## src/rtl/mux2_rr_arbiter_pkg.sv

```systemverilog
// Shared encodings for the two-requester round-robin arbiter: FSM states,
// select values and the datapath width.
package mux2_arb_pkg;
  localparam int DATA_W = 2;

  typedef logic [1:0] state_t;
  localparam state_t IDLE    = 2'd0;
  localparam state_t GRANT_A = 2'd1;
  localparam state_t GRANT_B = 2'd2;

  localparam logic SEL_A = 1'b0;
  localparam logic SEL_B = 1'b1;
endpackage

```

## src/rtl/mux2_rr_arbiter_if.sv

```systemverilog
// Handshake bundle between the two producers, the arbiter and the consumer.
interface mux2_rr_arbiter_if
  import mux2_arb_pkg::*;
();
  logic              a_valid;
  logic [DATA_W-1:0] a_data;
  logic              a_ready;
  logic              b_valid;
  logic [DATA_W-1:0] b_data;
  logic              b_ready;
  logic              out_valid;
  logic [DATA_W-1:0] out_data;
  logic              out_ready;
  logic              sel;
  logic              busy;

  modport slave (
    input  a_valid, a_data, b_valid, b_data, out_ready,
    output a_ready, b_ready, out_valid, out_data, sel, busy
  );

  modport master (
    output a_valid, a_data, b_valid, b_data, out_ready,
    input  a_ready, b_ready, out_valid, out_data, sel, busy
  );
endinterface

```

## src/rtl/mux2_rr_arbiter_mux2.sv

```systemverilog
// Plain 2:1 data select shared by the two requesters (S0=0 picks A).
module mux2
  import mux2_arb_pkg::*;
(
  input  logic [DATA_W-1:0] A,
  input  logic [DATA_W-1:0] B,
  input  logic              S0,
  output logic [DATA_W-1:0] Y
);
  assign Y = S0 ? B : A;
endmodule

```

## src/rtl/mux2_rr_arbiter.sv

```systemverilog
// Round-robin arbiter: grants A or B, steers the shared mux and registers the
// chosen beat into a single output stage; a burst counter bounds each grant.
module mux2_rr_arbiter
  import mux2_arb_pkg::*;
#(
  parameter int HOLD_MAX = 4
) (
  input  logic                clk,
  input  logic                rst_n,
  mux2_rr_arbiter_if.slave    bus
);
  localparam int CNT_W = $clog2(HOLD_MAX + 1);
  localparam logic [CNT_W-1:0] CNT_LAST = CNT_W'(HOLD_MAX - 1);

  state_t            state_q, state_d;
  logic [CNT_W-1:0]  cnt_q, cnt_d;
  logic              last_q, last_d;
  logic              out_valid_q;
  logic [DATA_W-1:0] out_data_q;
  logic [DATA_W-1:0] mux_y;
  logic              slot_free, a_rdy, b_rdy, sel, xfer;

  mux2 u_mux (
    .A  (bus.a_data),
    .B  (bus.b_data),
    .S0 (sel),
    .Y  (mux_y)
  );

  // State register, burst counter and output stage
  always_ff @(posedge clk) begin
    if (!rst_n) begin
      state_q     <= IDLE;
      cnt_q       <= '0;
      last_q      <= SEL_B;
      out_valid_q <= 1'b0;
      out_data_q  <= '0;
    end else begin
      state_q <= state_d;
      cnt_q   <= cnt_d;
      last_q  <= last_d;
      if (xfer) begin
        out_valid_q <= 1'b1;
        out_data_q  <= mux_y;
      end else if (bus.out_ready) begin
        out_valid_q <= 1'b0;
      end
    end
  end

  // Next-state: a stalled grant (valid but no xfer) keeps both state and count
  always_comb begin
    state_d = state_q;
    cnt_d   = cnt_q;
    last_d  = last_q;
    unique case (state_q)
      GRANT_A: begin
        if (!bus.a_valid) begin
          state_d = bus.b_valid ? GRANT_B : IDLE;
          cnt_d   = '0;
          last_d  = SEL_A;
        end else if (xfer) begin
          if (cnt_q == CNT_LAST) begin
            cnt_d = '0;
            if (bus.b_valid) begin
              state_d = GRANT_B;
              last_d  = SEL_A;
            end
          end else begin
            cnt_d = cnt_q + CNT_W'(1);
          end
        end
      end
      GRANT_B: begin
        if (!bus.b_valid) begin
          state_d = bus.a_valid ? GRANT_A : IDLE;
          cnt_d   = '0;
          last_d  = SEL_B;
        end else if (xfer) begin
          if (cnt_q == CNT_LAST) begin
            cnt_d = '0;
            if (bus.a_valid) begin
              state_d = GRANT_A;
              last_d  = SEL_B;
            end
          end else begin
            cnt_d = cnt_q + CNT_W'(1);
          end
        end
      end
      default: begin
        if (bus.a_valid && bus.b_valid) begin
          state_d = (last_q == SEL_B) ? GRANT_A : GRANT_B;
        end else if (bus.a_valid) begin
          state_d = GRANT_A;
        end else if (bus.b_valid) begin
          state_d = GRANT_B;
        end
      end
    endcase
  end

  // Outputs decoded from the registered state
  always_comb begin
    slot_free = !out_valid_q || bus.out_ready;
    a_rdy     = (state_q == GRANT_A) && slot_free;
    b_rdy     = (state_q == GRANT_B) && slot_free;
    sel       = (state_q == GRANT_B) ? SEL_B : SEL_A;
    xfer      = (a_rdy && bus.a_valid) || (b_rdy && bus.b_valid);
  end

  assign bus.a_ready   = a_rdy;
  assign bus.b_ready   = b_rdy;
  assign bus.sel       = sel;
  assign bus.busy      = (state_q != IDLE);
  assign bus.out_valid = out_valid_q;
  assign bus.out_data  = out_data_q;
endmodule

```

## src/flat_wrapper.sv

```systemverilog
// flat-port wrapper written by rule: the top's interface ports become plain ports
module mux2_rr_arbiter_flat import mux2_arb_pkg::*;
#(
  parameter int HOLD_MAX = 4
)
  (clk, rst_n, bus_a_valid, bus_a_data, bus_b_valid, bus_b_data, bus_out_ready, bus_a_ready, bus_b_ready, bus_out_valid, bus_out_data, bus_sel, bus_busy);
  mux2_rr_arbiter_if bus_i ();
  input  logic clk;
  input  logic rst_n;
  input wire logic [$bits(bus_i.a_valid)-1:0] bus_a_valid;
  input wire logic [$bits(bus_i.a_data)-1:0] bus_a_data;
  input wire logic [$bits(bus_i.b_valid)-1:0] bus_b_valid;
  input wire logic [$bits(bus_i.b_data)-1:0] bus_b_data;
  input wire logic [$bits(bus_i.out_ready)-1:0] bus_out_ready;
  output wire logic [$bits(bus_i.a_ready)-1:0] bus_a_ready;
  output wire logic [$bits(bus_i.b_ready)-1:0] bus_b_ready;
  output wire logic [$bits(bus_i.out_valid)-1:0] bus_out_valid;
  output wire logic [$bits(bus_i.out_data)-1:0] bus_out_data;
  output wire logic [$bits(bus_i.sel)-1:0] bus_sel;
  output wire logic [$bits(bus_i.busy)-1:0] bus_busy;
  assign bus_i.a_valid = bus_a_valid;
  assign bus_i.a_data = bus_a_data;
  assign bus_i.b_valid = bus_b_valid;
  assign bus_i.b_data = bus_b_data;
  assign bus_i.out_ready = bus_out_ready;
  assign bus_a_ready = bus_i.a_ready;
  assign bus_b_ready = bus_i.b_ready;
  assign bus_out_valid = bus_i.out_valid;
  assign bus_out_data = bus_i.out_data;
  assign bus_sel = bus_i.sel;
  assign bus_busy = bus_i.busy;
  mux2_rr_arbiter #(.HOLD_MAX(HOLD_MAX)) u_core (.clk(clk), .rst_n(rst_n), .bus(bus_i));
endmodule
```

## config.mk

```make
export PLATFORM = sky130hd
export DESIGN_NAME = mux2_rr_arbiter_flat
export DESIGN_NICKNAME = d
export VERILOG_FILES = /design/src/rtl/mux2_rr_arbiter_pkg.sv /design/src/rtl/mux2_rr_arbiter_if.sv /design/src/rtl/mux2_rr_arbiter_mux2.sv /design/src/rtl/mux2_rr_arbiter.sv /design/src/flat_wrapper.sv
export SDC_FILE = /design/constraint.sdc
export NUM_CORES = 1
export LEC_CHECK = 0
export BUFFER_PORTS_ARGS = -buffer_cell sky130_fd_sc_hd__buf_4
export CORE_MARGIN = 2
export CORE_UTILIZATION = 30
export DETAILED_ROUTE_END_ITERATION = 8
export PLACE_DENSITY = 0.59
export SYNTH_ARGS = -nofsm -noshare
export SYNTH_HDL_FRONTEND = slang
export SYNTH_SLANG_ARGS = --single-unit
```

## constraint.sdc

```tcl
create_clock -name clk -period 1.5 [get_ports clk]
set_input_delay 0 -clock clk [delete_from_list [all_inputs] [get_ports clk]]
set_output_delay 0 -clock clk [all_outputs]
set_load 0.01 [all_outputs]
```

==> results by group, run 1 <==
Worst setup path
  • Crit path arrival time: 1680 ps
  • Crit end category: flip-flop
  • Worst path max stage delay: approximately 320 ps
  • Critical path's slowest cell: dfxtp_1
  • Data required, critical path: 1640 ps
  • Worst-path fanout max: 5
  • CP Launch Type: flip-flop
  • CP Cell Sequence: ha_1 > and2b_2 > a31oi_4 > nor2_1 > a311o_1
  • Kind of critical path: reg -> reg
  • Flop2flop setup slack: -40 ps

Clock network
  • Skew-Pair Late Insertion Delay: 260 ps
  • Root Driver: clkbuf_4
  • CTS Sinks: 9
  • CTS tree: built
  • CTS H-tree lvls: 1
  • Number of buffers created by CTS: 3
  • Clock Tree Buf Depth: 2
  • Clk slew on worst S/H paths: 70 ps

Synth
  • Post-synth net total: 76
  • Top-count cell post-synth: dfxtp_1
  • Seq/Total Area, Yosys: 0.321
  • Dominant cells by area after synthesis: dfxtp_1 32%, ha_1 8.9%, a21oi_1 5.4%
  • EDFF count, synth: 0
  • Syn Std Cell Area: 561 µm²
  • Top cell type's share of synthesized area: 0.321
  • Library cells used by synthesis: 27
  • Average cell area after synthesis: 8.90 µm²
  • Synthesis Warnings: 0
  • Async S/R FF share, synth: 0
  • Yosys top cell by area: dfxtp_1
  • Cells after Synth: 63
  • FF+latch count, synth: 9
  • Top cells by count, synth: 9 x dfxtp_1, 7 x nand2_1, 6 x a21oi_1, 6 x inv_1
  • Top_reg_cell synth: dfxtp_1

Detailed routing
  • Routed length per instance: 12.3 µm
  • Met2 wire len: between 600 and 700 µm
  • Met1 WL: ~600 µm
  • Vias post-DR: 558
  • Number of detailed-route iterations in the first pass: 4
  • Top routing layer used: met4
  • Routed length on met3: around 90 µm
  • Vias per cell: about 5.0
  • Routed WL: 1370 µm
  • Antenna-violating nets left: 0
  • Residual DRC count: 0
  • Starting DRT DRC Count: 5

STA
  • Setup-failing EPs final: 2
  • Hold Vio Cnt, Final: 0
  • Final period util: 1.03
  • Max-slew violations: 0
  • Fmax: around 650 MHz
  • Final TNS setup: -51.0 ps
  • Final setup margin: -37.6 ps
  • Worst Max-Slew Pin Slew: roughly 430 ps
  • Max_slew headroom: 0.710
  • Final min period: 1540 ps
  • Setup Skew: approximately 8.3 ps
  • RSZ-0062 raised after global routing: yes

GRT
  • Global-route wire length before repair: 2330 µm
  • Initial antenna violation count: 0
  • Total Routing Usage GR: 0.152
  • Vias in the first global route: 533
  • GR Overflow Total: 0
  • Largest net degree at the start of global routing: 10

Run status
  • Violated checks: negative setup slack
  • Status: complete, but fails checks

Finish
  • Util after Layout: 0.473
  • Area Growth Syn to Fin: 47.3%
  • Share of cells above drive strength 1: 0.442
  • Register area: 185 µm²
  • Final #Nets: 100
  • Filler Cell Count: 179
  • Number of diodes: 0
  • Area of the multi-input gates: 395 µm²

Floorplanning
  • Initial Util: 0.321
  • # rows: 15
  • Die footprint: 2230 µm²
  • Die W: 47.2 µm
  • Die extent in y: 47.2 µm
  • I/O pins: 16
  • Core footprint: 1750 µm²

Hold path
  • HP Class: in -> reg

Placement
  • I/O Buffers: 15
  • Gpl congestion: 0.713
  • Dpl hpwl: 1060 µm

Pwr
  • Pleak: 0.360 nW
  • Power Density: 1480 nW/µm²
  • VDD IR-drop max: 599 µV

Run
  • Max Cap Violations: 0
[cell type report]
type                    count  area share
clock buffers               4      0.0318
inverters                   6      0.0273
multi-input cells          46       0.479
flip-flops and latches      9       0.224
well taps                  25      0.0379
repair buffers             21       0.200
[kinds of logic (layout without fill, tap and decap cells)]
| family | count (synthesis) | after routing | share of synthesized area |
|---|---|---|---|
| and+or+nand+nor | 19 | 19 | 0.219 |
| muxes | 3 | 3 | 0.0536 |
| buffers and inverters | 8 | 31 | 0.0580 |
| AOI/OAI and AO/OA | 20 | 20 | 0.259 |
| adders and majority gates | 4 | 4 | 0.0893 |
| DFF | 9 | 9 | 0.321 |
[sequential cells by signal, indices dropped and copies added (netlist names)]
register / count
u_core.cnt_q: 3
u_core.bus.out_data: 2
u_core.state_q: 2
u_core.bus.out_valid: 1
u_core.last_q: 1
[per-stage QoR]
| stage | total power, mW | hold slack [ps] | cell area (µm²) | setup WS, ps | std cells |
|---|---|---|---|---|---|
| floorplan | 0.708 | 91.3 | 583 | -35.1 | 63 |
| global placement | 0.937 | 279 | 748 | -12.6 | 106 |
| detailed placement | 0.950 | 282 | 748 | -68.4 | 106 |
| CTS | 1.19 | 4.10 | 802 | -35.5 | 111 |
| global route | 1.32 | 21.5 | 826 | -108 | 111 |
| finish | 1.22 | 7.24 | 826 | -37.6 | 111 |
[where the power goes]
part | total (mW) | internal (mW) | switching [mW]
sequential | 0.350 | 0.305 | 0.0451
clock | 0.188 | 0.102 | 0.0854
combinational | 0.687 | 0.349 | 0.337
[cell usage in the layout (no fill, tap or decap)]
cell type	n
and4b_1	1
nand3b_4	1
buf_6	2
dfxtp_4	1
o211ai_1	1
clkbuf_4	3
a21boi_0	1
a311oi_1	1
nand2b_1	2
inv_2	2
ha_1	1
mux2i_1	3
a22oi_2	1
clkbuf_1	1
or3b_1	1
and2_1	1
a21oi_2	2
a311o_1	1
dfxtp_1	7
and2b_2	1
dfxtp_2	1
nor2_1	1
a21boi_2	1
nand3_1	1
inv_1	4
nand2_1	7
o21ai_0	4
o311ai_0	1
buf_4	19
nand4b_1	1
o211a_1	2
ha_2	1
a21oi_1	4
or3_1	1
and3_1	1
a31oi_4	1
ha_4	2
[worst paths after layout]
| check | depth (start not counted) | start | to |
|---|---|---|---|
| hold / removal | 2 | rst_n | u_core.last_q$_SDFFE_PN1P_ |
| hold reg to reg | 2 | u_core.cnt_q[2]$_SDFFE_PN0P_ | u_core.cnt_q[2]$_SDFFE_PN0P_ |
| setup / recovery | 5 | u_core.cnt_q[0]$_SDFFE_PN0P_ | u_core.state_q[0]$_SDFFE_PN0P_ |
| setup reg to reg | 5 | u_core.cnt_q[0]$_SDFFE_PN0P_ | u_core.state_q[0]$_SDFFE_PN0P_ |
[what timing repair did]
item                                    in CTS  in global routing
endpoints found under the setup margin       2                  8
cloned                                       0                  0
pin swaps                                    2                  1
gates resized for setup                      7                  5
setup buffers                                1                  0
hold buffers                                 0                  0
[worst max-delay path: cells and delay by family, from the launching register on]
family	cells	cell delay, ps
flip-flops	1	320
AND/OR/NAND/NOR	2	330
adder cells (fa/ha/maj)	1	210
AO/OA/AOI/OAI	2	560
[layer usage]
metal,GRT usage,vias up
met5,0,-
met4,0.0667,0
met3,0.0500,4
met2,0.243,20
met1,0.185,256
li1,-,278
No activity file was read; power rests on OpenSTA's default activity.
==> run 2: changes to the inputs <==
Settings changed: CTS_BUF_LIST set to sky130_fd_sc_hd__clkbuf_2.
==> run 2 against run 1 <==
Flip-flop and latch count is the same. Sequential share of layout area shrank 0.27 points. Global-route usage shrank 0.56 points. The run still ends with negative setup slack left. Final area grew 1.2%. Cell count grew 0.90%. Die area is the same. Routed wire length grew 4.1%. Core utilization grew 0.57 points. Combinational power grew 2%. Total power shrank 0.88%. Largest cell class unchanged. Count of clock-buffer cells in the layout is the same. Clock skew grew 4.9 ps.
==> results by group, run 2 (same netlist as run 1, synthesis figures left out) <==
Clock network
  • Root Driver: clkbuf_2
  • CTS tree: built
  • CTS Sinks: 9 (unchanged)
  • CTS H-tree lvls: 1 (unchanged)
  • Clk slew on worst S/H paths: 100 ps (+30 ps)
  • Skew-Pair Late Insertion Delay: 260 ps (about the same)
  • Number of buffers created by CTS: 3 (unchanged)
  • Clock Tree Buf Depth: 2 (unchanged)

Worst setup path
  • Data required, critical path: 1640 ps (about the same)
  • Crit path arrival time: 1680 ps (about the same)
  • Worst-path fanout max: 5 (unchanged)
  • Critical path's slowest cell: dfxtp_1
  • R2R depth: 5 (unchanged)
  • Crit path buf inv count: 0 (unchanged)
  • Worst path max stage delay: 330 ps (about the same)
  • CP Cell Sequence: ha_1 > and2b_2 > a31oi_4 > nor2_1 > a311o_1
  • Stages on worst setup path: 5 (unchanged)
  • CP Launch Type: flip-flop
  • Kind of critical path: reg -> reg
  • Crit end category: flip-flop
  • CP delay by family, top: compound AO/OA/AOI/OAI gates

Detailed routing
  • Vias post-DR: 570 (+2.2%)
  • Number of detailed-route iterations in the first pass: 6 (+2)
  • Residual DRC count: 0 (unchanged)
  • Routed length per instance: 12.7 µm (+3.2%)
  • Starting DRT DRC Count: 13 (+8)
  • Routed WL: 1430 µm (+4.1%)
  • Vias per cell: 5.09 (+1.2%)
  • Antenna-violating nets left: 0 (unchanged)

Floorplanning
  • I/O pins: 16 (unchanged)
  • Die extent in y: 47.2 µm (unchanged)
  • Core footprint: 1750 µm² (unchanged)
  • # rows: 15 (unchanged)
  • Die W: 47.2 µm (unchanged)
  • Initial Util: 0.321 (unchanged)
  • Die footprint: 2230 µm² (unchanged)

STA
  • Final min period: 1540 ps (+0.266 ps)
  • Worst Max-Slew Pin Slew: 372 ps (-63.3 ps)
  • RSZ-0062 raised after global routing: yes
  • Hold Vio Cnt, Final: 0 (unchanged)
  • Final period util: 1.03 (about the same)
  • Setup Skew: 13.1 ps (+4.87 ps)
  • Max_slew headroom: 0.749 (+0.0390)
  • Max-slew violations: 0 (unchanged)
  • Fmax: 650 MHz (about the same)
  • WHS: 18.7 ps (+11.5 ps)
  • Final setup margin: -37.9 ps (-0.266 ps)
  • Setup-failing EPs final: 3 (+1)

GRT
  • Initial antenna violation count: 0 (unchanged)
  • Global-route wire length before repair: 2210 µm (-4.8%)
  • Largest net degree at the start of global routing: 10 (unchanged)
  • Total Routing Usage GR: 0.147 (-0.00555)
  • GR Overflow Total: 0 (unchanged)
  • Vias in the first global route: 525 (-1.5%)

Finish
  • Commonest cells after routing, fill and taps aside: 21 x buf_4, 7 x nand2_1, 7 x dfxtp_1
  • Share of cells above drive strength 1: 0.471 (+0.0294)
  • Largest register FFs: 3 (unchanged)
  • Area Growth Syn to Fin: 49.1%
  • Area of the multi-input gates: 408 µm² (+3.2%)
  • Filler Cell Count: 179 (unchanged)
  • Commonest non-fill, non-tap cell in the layout: buf_4
  • Number of diodes: 0 (unchanged)
  • Biggest register: u_core.cnt_q
  • Register area: 185 µm² (unchanged)
  • Final #Nets: 101 (+1.0%)

Placement
  • Pre-CTS setup slack: -68.4 ps (unchanged)
  • Gpl congestion: 0.713 (unchanged)
  • I/O Buffers: 15 (unchanged)
  • Dpl hpwl: 1060 µm (unchanged)

Pwr
  • Pleak: 0.367 nW (+1.9%)
  • Power Density: 1450 nW/µm² (-2.1%)
  • VDD IR-drop max: 551 µV (-8.0%)

Run status
  • Status: complete, but fails checks
  • Violated checks: negative setup slack

Hold path
  • HP Class: in -> reg
  • Hold path cells: 2 (unchanged)

Run
  • Max Cap Violations: 0 (unchanged)
==> run 2: what timing repair did <==
item,CTS,global route
pin swaps,3,3
resized for setup,6,6
endpoints found under the setup margin,2,4
buffers inserted,1,1
hold buffers,0,0
==> run 2: worst reg2reg max path: stages (launching register included) <==
cell and delay, ps:
dfxtp_1 330, ha_1 220, and2b_2 230, a31oi_4 230, nor2_1 90, a311o_1 310
==> run 2: final timing paths <==
| path | slack, ps | start | to |
|---|---|---|---|
| min | 20 | rst_n | u_core.bus.out_data[1]$_SDFFE_PN0N_ |
| min reg2reg | 460 | u_core.cnt_q[2]$_SDFFE_PN0P_ | u_core.cnt_q[2]$_SDFFE_PN0P_ |
| max reg2reg | -40 | u_core.cnt_q[0]$_SDFFE_PN0P_ | u_core.state_q[0]$_SDFFE_PN0P_ |
| max | -40 | u_core.cnt_q[0]$_SDFFE_PN0P_ | u_core.state_q[0]$_SDFFE_PN0P_ |
==> run 2: metal layers <==
metal / wire length [µm] / GRT usage / vias up
met3: 134 / 0.0500 / 4
met4: 22 / 0.0833 / 0
met2: 715 / 0.224 / 27
met1: 552 / 0.178 / 262
met5: 0 / 0 / -
li1: - / - / 277
==> run 2: layout make-up <==
type,instances,share of cell area
multi-input combinational,46,0.488
sequential,9,0.222
timing repair buffer,22,0.202
tap,25,0.0374
inverter,6,0.0269
clock buffer,4,0.0240
==> run 2: metrics by stage <==
step                      cells  total power [mW]   util  area [µm²]  TNS, ps
final                       112              1.21  0.479         836     -103
after global placement      106             0.937  0.429         748    -12.6
after floorplan              63             0.708      -         583    -35.1
after CTS                   111              1.16  0.457         797    -41.6
after global routing        112              1.30  0.479         836     -303
after detailed placement    106             0.950  0.429         748    -80.0
==> run 2: power breakdown <==
| group | internal, mW | switching, mW | total, mW |
|---|---|---|---|
| Clock | 0.0708 | 0.0918 | 0.163 |
| Sequential | 0.304 | 0.0476 | 0.352 |
| Combinational | 0.353 | 0.346 | 0.699 |
